**src/rtl/histogram_cdf_reader.sv**
```systemverilog
// Sweeps the 256-bin histogram RAM after each frame and streams one beat per bin
// carrying the bin count, the running CDF and the histogram-equalisation level.
module histogram_cdf_reader #(
  parameter int BIN_W       = 16,
  parameter int CDF_W       = 24,
  parameter int LOG2_PIXELS = 16
) (
  input  logic             clk,
  input  logic             rst,
  input  logic             hist_valid,
  output logic [7:0]       hist_addr_rd,
  input  logic [BIN_W-1:0] hist_data_rd,
  output logic             out_valid,
  input  logic             out_ready,
  output logic [7:0]       out_bin,
  output logic [BIN_W-1:0] out_count,
  output logic [CDF_W-1:0] out_cdf,
  output logic [7:0]       out_eq,
  output logic             out_last,
  output logic             busy,
  output logic             overrun
);

  typedef enum logic [1:0] {S_IDLE, S_SWEEP, S_DRAIN} state_t;

  typedef struct packed {
    logic [7:0]       bin;
    logic [BIN_W-1:0] count;
    logic [CDF_W-1:0] cdf;
    logic [7:0]       eq;
    logic             last;
  } beat_t;

  state_t           r_state, w_state_nxt;
  logic [7:0]       r_addr;
  logic [7:0]       r_rd_bin;
  logic             r_inflight;
  logic [CDF_W-1:0] r_acc;
  beat_t            r_out, r_skid;
  logic             r_out_valid, r_skid_valid;
  logic             r_overrun;

  logic             w_hs, w_start, w_issue;
  logic [1:0]       w_occ;
  logic [CDF_W-1:0] w_sum;
  logic [CDF_W+7:0] w_prod, w_shift;
  logic [7:0]       w_eq;
  beat_t            w_in;

  assign w_hs    = r_out_valid & out_ready;
  assign w_start = hist_valid & (r_state == S_IDLE);

  // Beats held or in flight once this cycle's handshake retires; at most two keeps the skid sufficient.
  assign w_occ   = 2'(r_out_valid) + 2'(r_skid_valid) + 2'(r_inflight) - 2'(w_hs);
  assign w_issue = (r_state == S_SWEEP) && (w_occ < 2'd2);

  assign w_sum   = r_acc + CDF_W'(hist_data_rd);
  assign w_prod  = (CDF_W+8)'(w_sum) * (CDF_W+8)'(255);
  assign w_shift = w_prod >> LOG2_PIXELS;
  assign w_eq    = (w_shift > (CDF_W+8)'(255)) ? 8'hFF : w_shift[7:0];

  assign w_in = '{bin: r_rd_bin, count: hist_data_rd, cdf: w_sum, eq: w_eq,
                  last: (r_rd_bin == 8'hFF)};

  // NOTE: every signal assigned in always_comb gets a default first so no latch is inferred.
  always_comb begin
    w_state_nxt = r_state;
    unique case (r_state)
      S_IDLE:  if (hist_valid) w_state_nxt = S_SWEEP;
      S_SWEEP: if (w_issue && (r_addr == 8'hFF)) w_state_nxt = S_DRAIN;
      S_DRAIN: if (w_hs && r_out.last) w_state_nxt = S_IDLE;
      default: w_state_nxt = S_IDLE;
    endcase
  end

  // NOTE: sequential state uses non-blocking assignments so all registers update together.
  always_ff @(posedge clk or negedge rst) begin
    if (!rst) begin
      r_state    <= S_IDLE;
      r_addr     <= '0;
      r_rd_bin   <= '0;
      r_inflight <= 1'b0;
      r_acc      <= '0;
      r_overrun  <= 1'b0;
    end else begin
      r_state    <= w_state_nxt;
      r_inflight <= w_issue;
      if (w_start) begin
        r_addr    <= '0;
        r_acc     <= '0;
        r_overrun <= 1'b0;
      end else begin
        if (w_issue && (r_addr != 8'hFF)) r_addr <= r_addr + 8'd1;
        if (r_inflight) r_acc <= w_sum;
        if (hist_valid) r_overrun <= 1'b1;
      end
      if (w_issue) r_rd_bin <= r_addr;
    end
  end

  // Output register with a one-entry skid behind it; the skid only fills while the output is stalled.
  always_ff @(posedge clk or negedge rst) begin
    if (!rst) begin
      r_out        <= '0;
      r_skid       <= '0;
      r_out_valid  <= 1'b0;
      r_skid_valid <= 1'b0;
    end else if (!r_out_valid || w_hs) begin
      if (r_skid_valid) begin
        r_out        <= r_skid;
        r_out_valid  <= 1'b1;
        r_skid_valid <= r_inflight;
        if (r_inflight) r_skid <= w_in;
      end else if (r_inflight) begin
        r_out       <= w_in;
        r_out_valid <= 1'b1;
      end else begin
        r_out_valid <= 1'b0;
      end
    end else if (r_inflight) begin
      r_skid       <= w_in;
      r_skid_valid <= 1'b1;
    end
  end

  assign hist_addr_rd = r_addr;
  assign out_valid    = r_out_valid;
  assign out_bin      = r_out.bin;
  assign out_count    = r_out.count;
  assign out_cdf      = r_out.cdf;
  assign out_eq       = r_out.eq;
  assign out_last     = r_out.last;
  assign busy         = (r_state != S_IDLE);
  assign overrun      = r_overrun;

endmodule

```
**config.mk**
```make
export PLATFORM = sky130hd
export DESIGN_NAME = histogram_cdf_reader
export DESIGN_NICKNAME = d
export VERILOG_FILES = /design/src/rtl/histogram_cdf_reader.sv
export SDC_FILE = /design/constraint.sdc
export NUM_CORES = 1
export LEC_CHECK = 0
export BUFFER_PORTS_ARGS = -buffer_cell sky130_fd_sc_hd__buf_2
export CAP_MARGIN = 10
export CORE_ASPECT_RATIO = 1.1
export CORE_UTILIZATION = 38
export DETAILED_ROUTE_END_ITERATION = 10
export SYNTH_ARGS = -nofsm -noshare
export SYNTH_HDL_FRONTEND = slang
export SYNTH_SLANG_ARGS = --single-unit
```
**constraint.sdc**
```tcl
create_clock -name clk -period 10.8 [get_ports clk]
set_input_delay 0.54 -clock clk [delete_from_list [all_inputs] [get_ports clk]]
set_output_delay 0.54 -clock clk [all_outputs]
set_load 0.02 [all_outputs]
```
==> reports/metrics.yaml <==
skew_ns: 0.00906
grt_pass1_vias: 9325
worst_pin_slew_ns: 1.17
drv_cap: 0
synth_area_sq_mm: 0.0122
endpoint_kind: "register"
synthArstFlopShare: 1.00
relSlewSlack: 0.213
grt_pass1_wl_mm: 47.8
rsz0062_at_grt: "false"
cp.required_ns: 11.05
clock_sinks: 160
r2r_cells: 27
ys_seq_area_frac: 0.329
rows: 68
drt-initial-drc-count: 619
synth_edf_count: 0
synth_seq_cells: 160
min_period_over_period: 0.764
place_congestion: 0.866
status: "complete, no violations"
hold_viol_final: 0
cts.clk_slew.worst_paths_ns: 0.07
wirelength_mm: 27.9
r2r_end: "r_skid[2]$_DFFE_PN0P_"
start_kind: "register"
setup-violations-final: 0
clockBufferDepth: 2
regToRegSetupSlack_ns: 2.55
drc_errors: 0
die_width_um: 173
cts_buffers: 17
crit_buf_inv: 5
cts_tree: "done"
yosys.area.top_type_share: 0.329
syn_to_final_growth_pct: 11.7
num_vias: 9152
fmax_mhz: 121
die_area_sq_mm: 0.0328
initial_core_util: 0.387
final_nets: 1578
grt_usage: 0.180
antenna_found_initial: 0
port_buffers: 87
cpMaxStageDelayCell: "fa_1"
syn_avg_cell_area_sq_um: 9.25
diodes: 0
cpLargestDelayFamily: "adder cells"
synth_fp_nets: 1512
cts_setup_buffers: 0
ys_warn_count: 0
clk_latency_ns: 0.43
finalCriticalPeriod_ns: 8.25
cts_resized: 0
yosysTopAreaCell: "dfrtp_1"
routedWlPerCell_um: 15.4
synthTopCellsByArea: "dfrtp_1 33%, fa_1 15%, ha_1 8.3%, inv_1 5.8%, nand2_1 5.8%"
io_pins: 88
synth_cell_types: 76
cts_root_buf: "clkbuf_16"
overflow: 0
htreeDepth: 4
cp_slowest_stage_delay_ns: 0.63
finalSetupTns_ns: 0
cp.arrival_ns: 8.50
ant_nets: 0
timing.rr.start: "r_acc[0]$_DFFE_PN0P_"
path_max_fanout: 16
avgViaCountPerCell: 5.04
layout-drive-gt1-share: 0.112
fp.coreArea_sq_mm: 0.0315
ys_top_cells_by_count: "187 x inv_1, 187 x nand2_1, 160 x dfrtp_1, 104 x o21ai_0, 94 x fa_1"
die_y_um: 190
hold_buffers: 0
post-dp-hpwl_mm: 21.1
syn_inst: 1317
slew_viol_final: 0
setup.worst_path.class: "register to register"
hold_path.class: "primary input to asynchronous set/reset pin"
synthFlopType: "dfrtp_1"
drt-pass1-iter-count: 6
grt_max_degree: 89
==> metrics by stage <==
stage          utilization  std cells  hold slack (ns)  area (sq um)  setup WS (ns)
2_1_floorplan            -       1317            0.244         12200           3.42
3_3_place_gp         0.413       1784            0.455         13000           2.41
3_5_place_dp         0.413       1784            0.462         13000           2.32
4_1_cts              0.432       1816            0.185         13600           2.56
5_1_grt              0.432       1816            0.220         13600           1.93
6_report             0.432       1816            0.145         13600           2.55
==> placed cells by master (no fill, tap or decap), drive strengths merged, types with 23 or more instances in the layout <==
cell,instances
inv,192
nand2,187
dfrtp,160
o21ai,109
buf,95
fa,94
ha,81
nor2,72
a21oi,71
mux2i,41
xnor2,38
xor2,26
a31oi,23
==> logic make-up after synthesis <==
kind of cell    synth area share
compound gates             0.135
xor+xnor                  0.0460
fa+ha+maj                  0.241
buf+inv                   0.0784
flops                      0.329
mux                       0.0420
simple gates               0.129
==> sequential cells by signal (all words and copies together) (netlist names) <==
register	flops
r_inflight	1
out_cdf	24
r_skid_valid	1
out_bin	8
out_count	16
r_rd_bin	8
overrun	1
out_eq	8
out_last	1
hist_addr_rd	8
r_skid	57
out_valid	1
r_state	2
r_acc	24
==> area by class of cell <==
type	instances	area (sq um)
clock buffers	22	494
repair buffers	95	502
fillers	3052	17900
flip-flops and latches	160	4010
clock inverters	10	123
multi-input cells	919	7240
inverters	190	713
well taps	420	526
==> routing by layer <==
layer  GRT usage  routed length (um)  vias up
met5           0                   0        -
met4      0.0572                 482        0
met3      0.0176                 676       34
met2       0.308               13500      157
met1       0.240               13200     4473
li1            -                   -     4488
==> worst max-delay path by stage <==
stage	from	endpoint	slack (ns)	cells after the start
after floorplan	hist_data_rd[0]	out_eq[7]$_DFFE_PN0P_	3.42	29
after global placement	hist_data_rd[0]	r_skid[7]$_DFFE_PN0P_	2.41	28
after detailed placement	hist_data_rd[0]	r_skid[1]$_DFFE_PN0P_	2.32	28
after CTS	r_acc[0]$_DFFE_PN0P_	r_skid[1]$_DFFE_PN0P_	2.56	27
after global routing	r_acc[0]$_DFFE_PN0P_	r_skid[4]$_DFFE_PN0P_	1.93	27
final	r_acc[0]$_DFFE_PN0P_	r_skid[2]$_DFFE_PN0P_	2.55	27
Power is left out: the tool's default activity adds up to more than one toggle a clock period on the data nets, which glitch-free logic cannot reach.
